## src/rtl/muldiv_pkg.sv

```systemverilog
// Shared definitions for the iterative RV32M multiply/divide unit.
package muldiv_pkg;

  localparam int unsigned XLEN_DEF = 32;

  localparam logic [2:0] MD_MUL    = 3'b000;
  localparam logic [2:0] MD_MULH   = 3'b001;
  localparam logic [2:0] MD_MULHSU = 3'b010;
  localparam logic [2:0] MD_MULHU  = 3'b011;
  localparam logic [2:0] MD_DIV    = 3'b100;
  localparam logic [2:0] MD_DIVU   = 3'b101;
  localparam logic [2:0] MD_REM    = 3'b110;
  localparam logic [2:0] MD_REMU   = 3'b111;

  typedef enum logic [1:0] {
    ST_IDLE,
    ST_CALC,
    ST_FIX,
    ST_DONE
  } md_state_e;

  // rs1 is treated as signed by MULH, MULHSU, DIV and REM
  function automatic logic op_a_signed(input logic [2:0] op);
    return op inside {MD_MULH, MD_MULHSU, MD_DIV, MD_REM};
  endfunction

  function automatic logic op_b_signed(input logic [2:0] op);
    return op inside {MD_MULH, MD_DIV, MD_REM};
  endfunction

endpackage

```

## src/rtl/ex_muldiv.sv

```systemverilog
// Bit-serial RV32M multiply/divide unit: one op at a time, shared shift register
// and adder, sign fix-up cycle, write-back packet on a one-cycle done.
module ex_muldiv
  import muldiv_pkg::*;
#(
  parameter int unsigned XLEN       = XLEN_DEF,
  parameter int unsigned REG_ADDR_W = 5
) (
  input  logic                  clk,
  input  logic                  rst_n,
  input  logic                  rdy,
  input  logic                  start_i,
  input  logic                  flush_i,
  input  logic [2:0]            op_i,
  input  logic [XLEN-1:0]       r1_i,
  input  logic [XLEN-1:0]       r2_i,
  input  logic [REG_ADDR_W-1:0] w_addr_i,
  input  logic                  w_req_i,
  output logic                  busy_o,
  output logic                  stall_req_o,
  output logic                  done_o,
  output logic [REG_ADDR_W-1:0] w_addr_o,
  output logic                  w_req_o,
  output logic [XLEN-1:0]       w_data_o
);

  localparam int unsigned CNT_W = $clog2(XLEN) + 1;
  localparam int unsigned ACC_W = 2 * XLEN;
  localparam int unsigned SUM_W = XLEN + 1;
  localparam logic [XLEN-1:0] MIN_NEG = {1'b1, {(XLEN-1){1'b0}}};
  localparam logic [XLEN-1:0] ALL_ONE = {XLEN{1'b1}};

  md_state_e             state_q, state_d;
  logic [CNT_W-1:0]      cnt_q, cnt_d;
  logic [ACC_W-1:0]      acc_q, acc_d;
  logic [XLEN-1:0]       b_q, b_d;
  logic [2:0]            op_q, op_d;
  logic [REG_ADDR_W-1:0] addr_q, addr_d;
  logic [REG_ADDR_W-1:0] res_addr_q, res_addr_d;
  logic                  wreq_q, wreq_d;
  logic                  negp_q, negp_d;
  logic                  negr_q, negr_d;
  logic [XLEN-1:0]       res_q, res_d;

  // Operand conditioning at issue time
  logic            sa, sb, div_zero, div_ovf;
  logic [XLEN-1:0] mag_a, mag_b, spec_word;

  assign sa        = op_a_signed(op_i) & r1_i[XLEN-1];
  assign sb        = op_b_signed(op_i) & r2_i[XLEN-1];
  assign mag_a     = sa ? -r1_i : r1_i;
  assign mag_b     = sb ? -r2_i : r2_i;
  assign div_zero  = op_i[2] & (r2_i == '0);
  assign div_ovf   = op_i[2] & ~op_i[0] & (r1_i == MIN_NEG) & (r2_i == ALL_ONE);
  assign spec_word = div_zero ? (op_i[1] ? r1_i : ALL_ONE)
                              : (op_i[1] ? '0   : r1_i);

  // Shared adder: adds the multiplicand for multiply, subtracts the divisor for divide
  logic             is_div_q;
  logic [XLEN:0]    add_a, add_b, sum;

  assign is_div_q = op_q[2];
  assign add_a    = is_div_q ? acc_q[ACC_W-1:XLEN-1] : {1'b0, acc_q[ACC_W-1:XLEN]};
  assign add_b    = is_div_q ? ~{1'b0, b_q} : {1'b0, b_q};
  assign sum      = add_a + add_b + SUM_W'(is_div_q);

  // Sign correction and word selection
  logic [ACC_W-1:0] prod_fix;
  logic [XLEN-1:0]  quo_fix, rem_fix, fix_word;

  assign prod_fix = negp_q ? -acc_q : acc_q;
  assign quo_fix  = negp_q ? -acc_q[XLEN-1:0] : acc_q[XLEN-1:0];
  assign rem_fix  = negr_q ? -acc_q[ACC_W-1:XLEN] : acc_q[ACC_W-1:XLEN];
  assign fix_word = is_div_q ? (op_q[1] ? rem_fix : quo_fix)
                             : ((op_q == MD_MUL) ? prod_fix[XLEN-1:0] : prod_fix[ACC_W-1:XLEN]);

  always_comb begin
    state_d    = state_q;
    cnt_d      = cnt_q;
    acc_d      = acc_q;
    b_d        = b_q;
    op_d       = op_q;
    addr_d     = addr_q;
    wreq_d     = wreq_q;
    negp_d     = negp_q;
    negr_d     = negr_q;
    res_d      = '0;
    res_addr_d = '0;
    if (flush_i) begin
      state_d = ST_IDLE;
    end else begin
      unique case (state_q)
        ST_IDLE, ST_DONE: begin
          state_d = ST_IDLE;
          if (start_i) begin
            op_d   = op_i;
            addr_d = w_addr_i;
            wreq_d = w_req_i;
            cnt_d  = '0;
            negp_d = sa ^ sb;
            negr_d = sa;
            // divide: dividend in low half; multiply: multiplier in low half
            b_d    = op_i[2] ? mag_b : mag_a;
            acc_d  = {{XLEN{1'b0}}, (op_i[2] ? mag_a : mag_b)};
            if (div_zero | div_ovf) begin
              state_d    = ST_DONE;
              res_d      = spec_word;
              res_addr_d = w_addr_i;
            end else begin
              state_d = ST_CALC;
            end
          end
        end
        ST_CALC: begin
          cnt_d = cnt_q + CNT_W'(1);
          if (is_div_q) begin
            acc_d = sum[XLEN] ? {acc_q[ACC_W-2:0], 1'b0}
                              : {sum[XLEN-1:0], acc_q[XLEN-2:0], 1'b1};
          end else begin
            acc_d = acc_q[0] ? {sum, acc_q[XLEN-1:1]} : {1'b0, acc_q[ACC_W-1:1]};
          end
          if (cnt_q == CNT_W'(XLEN - 1)) state_d = ST_FIX;
        end
        ST_FIX: begin
          state_d    = ST_DONE;
          res_d      = fix_word;
          res_addr_d = addr_q;
        end
        default: state_d = ST_IDLE;
      endcase
    end
  end

  always_ff @(posedge clk or negedge rst_n) begin
    if (!rst_n) begin
      state_q    <= ST_IDLE;
      cnt_q      <= '0;
      acc_q      <= '0;
      b_q        <= '0;
      op_q       <= '0;
      addr_q     <= '0;
      wreq_q     <= 1'b0;
      negp_q     <= 1'b0;
      negr_q     <= 1'b0;
      res_q      <= '0;
      res_addr_q <= '0;
    end else if (rdy) begin
      state_q    <= state_d;
      cnt_q      <= cnt_d;
      acc_q      <= acc_d;
      b_q        <= b_d;
      op_q       <= op_d;
      addr_q     <= addr_d;
      wreq_q     <= wreq_d;
      negp_q     <= negp_d;
      negr_q     <= negr_d;
      res_q      <= res_d;
      res_addr_q <= res_addr_d;
    end
  end

  assign busy_o      = (state_q == ST_CALC) || (state_q == ST_FIX);
  assign stall_req_o = (start_i & ~flush_i) | busy_o;
  assign done_o      = (state_q == ST_DONE);
  assign w_req_o     = done_o & wreq_q & ~flush_i;
  assign w_data_o    = res_q;
  assign w_addr_o    = res_addr_q;

endmodule

```

## config.mk

```make
export PLATFORM = sky130hd
export DESIGN_NAME = ex_muldiv
export DESIGN_NICKNAME = d
export VERILOG_FILES = /design/src/rtl/muldiv_pkg.sv /design/src/rtl/ex_muldiv.sv
export SDC_FILE = /design/constraint.sdc
export NUM_CORES = 1
export LEC_CHECK = 0
export CORE_MARGIN = 3
export CORE_UTILIZATION = 40
export CTS_CLUSTER_DIAMETER = 40
export DETAILED_ROUTE_END_ITERATION = 10
export GPL_ROUTABILITY_DRIVEN = 0
export SYNTH_ARGS = -nofsm -noshare
export SYNTH_HDL_FRONTEND = slang
export SYNTH_SLANG_ARGS = --single-unit
```

## constraint.sdc

```tcl
create_clock -name clk -period 6.86 [get_ports clk]
set_input_delay 1.715 -clock clk [delete_from_list [all_inputs] [get_ports clk]]
set_output_delay 1.715 -clock clk [all_outputs]
set_load 0.05 [all_outputs]
```

==> metrics.txt <==
status finished clean; syn_nets about 2.1k; Max Clock Freq 197.7 MHz; Area Growth Syn to Fin 13.31%; Die Area 40270 um2; CTS sink count 152; TritonCTS clock tree done; WL/cell 23.92 um; Worst Tran Pin Value 1.350 ns; via count 15.61k; Mapped Avg Cell Area 7.769 um2; CP startpoint kind input pin; Nets 2068; DRT Wirelength 58990 um; min Tclk post-route 5.059 ns; Post-Syn Instances 1951; worst IR drop on VDD 232.9 uV; I/O pin count 119; DR iter-0 viols about 1.8k; DRT Pass-1 Iters 6; Top FF cell, synth dfrtp_1; Die X-Extent 200.7 um; Slew Viols, Final 0; Hold Startpoint addr_q[0]; largest net degree at the start of global routing 80; setup TNS 0 ns; core area 36960 um2; fin area 17180 um2; latest clock arrival within the worst-skew pair 0.46 ns; PortBufs 118; Worst Hold Depth 2; final worst slack 1.801 ns; CP Capture Type output port; H-tree Lvls 4; post-synthesis sequential area ratio 0.2509; R2R setup slack 1.80 ns; share of cells above drive strength 1 0.08053; PD cells 501.5 nW/um2; RR Startpoint op_q[2]; hold endpoint addr_q[0]; antenna cells 0; hold buffer count at CTS 0; Max-Cap Viols 0; Finished Layout Cells ~2.5k; Post-synth EDFFs 0; postcts setup bufs 0; Longest Clk Path Bufs 2; Crit Path Class input pin to output port; Distinct cells, synth 81; post-cts resize count 0; root buffer cell clkbuf_16; Synth Cell Area 15160 um2; initial antenna violation count 1; Yosys reg bits 152; P_leak 6.765 nW; Clock transition at path regs roughly 0.07 ns; antenna-violating nets left 0; Post-route DRC 0; dpl cells between 2k and 2.5k; die span in y 200.7 um; Setup violations, final 0; RSZ-0062 raised after global routing no; RR Endpoint acc_q[39]; Hold Fails Final Rpt 0; Critical Path AT approximately 3.3 ns; Place WS 1.732 ns; Reg2Reg Depth 12; GRT Residual Overflow 0; Final Cycle Share 0.7375; ys async rst share 1.000; Syn. warnings 0; clock buffer count from CTS 17; critical path fanouts, max 4; vias in the first global route 14.51k; post-DP HPWL 44790 um; Critical Path RT 5.14 ns; fillers 3690; Core Rows 70; initial core utilization 0.4101; DR vias/cell 6.332; fin util 0.4647; slew margin rel. 0.1002; first-pass GRT wire length 89470 um; clk_skew 0.01077 ns; Hold Path Class flop to flop; GRT Util Overall 0.2828; placed standard-cell area 16550 um2
cell families after synthesis:
| kind of cell | count (synthesis) | share of synthesized area |
|---|---|---|
| buf+inv | 207 | 0.05316 |
| flops | 152 | 0.2509 |
| fa+ha+maj | 41 | 0.03434 |
| compound gates | 623 | 0.2634 |
| xor+xnor | 208 | 0.1202 |
| simple gates | 592 | 0.1877 |
| mux | 128 | 0.09030 |
metrics by stage:
stage | hold slack, ns | total power (W)
after global placement | 0.4637 | 0.007332
after floorplan | 0.4507 | 0.005738
after global routing | 0.5046 | 0.009160
after CTS | 0.4874 | 0.008442
after detailed placement | 0.4706 | 0.007401
final | 0.4845 | 0.008613
critical path, cell delays in order:
cell             delay, ns
clkdlybuf4s50_1       0.57
inv_1                 0.08
o21ai_0               0.15
clkdlybuf4s50_1       0.83
per-layer routing:
metal	vias to the layer above	part of all wire	track usage
met5	-	0	0
li1	7150	-	-
met4	0	0.046	0.1189
met3	142	0.089	0.06583
met2	754	0.43	0.4208
met1	7568	0.43	0.3935
registers in the layout, summed over array words and instances (netlist names):
register and count:
negr_q 1, wreq_q 1, w_addr_o 5, b_q 32
negp_q 1, w_data_o 32, addr_q 5, state_q 2
cnt_q 6, op_q 3, acc_q 64
Yosys cell counts (all sizes together), types with 28 or more instances:
master,n,area [um2]
a211oi,31,232.7
a21oi,167,835.8
clkbuf,144,540.5
dfrtp,152,3804
ha,40,500.5
inv,41,153.9
mux2,70,788.3
mux2i,58,580.6
nand2,195,737.0
nand3,43,227.7
nand4,28,175.2
nor2,157,589.3
nor3,40,200.2
o211ai,35,277.8
o21ai,182,914.6
o31ai,39,292.8
xnor2,99,867.1
xor2,109,954.7
cell usage in the layout, fill, tap and decap left out, types with 41 or more instances in the layout:
master | synthesis | final
nand3_1 | 42 | 41
o21ai_0 | 119 | 119
dfrtp_1 | 152 | 151
mux2_2 | 70 | 70
xor2_1 | 109 | 109
a21oi_1 | 167 | 167
o21ai_1 | 62 | 62
xnor2_1 | 99 | 99
mux2i_1 | 58 | 58
nand2_1 | 193 | 193
nor2_1 | 157 | 156
inv_1 | 41 | 41
clkdlybuf4s50_1 | 0 | 116
report_power, final:
part	switching, W	internal [W]
registers	0.000646	0.00119
clock network	0.000521	0.000503
logic	0.00364	0.00211
layout make-up:
type                            instances  area [um2]  area share
Clock buffer                           17       425.4     0.02477
Clock inverter                         15       198.9     0.01158
Inverter                               43       161.4    0.009398
Multi-Input combinational cell       1592       10570      0.6156
Sequential cell                       152        3807      0.2217
Tap cell                              504       630.6     0.03672
Timing Repair Buffer                  143        1378     0.08021
worst max-delay path by stage:
stage	startpoint	end	slack (ns)
2_1_floorplan	start_i	stall_req_o	2.30
4_1_cts	start_i	stall_req_o	1.80
6_report	start_i	stall_req_o	1.80
3_3_place_gp	start_i	stall_req_o	1.77
5_1_grt	op_q[2]	acc_q[39]	1.53
3_5_place_dp	r2_i[6]	w_data_o[20]	1.73
No activity file was read; power rests on OpenSTA's default activity.
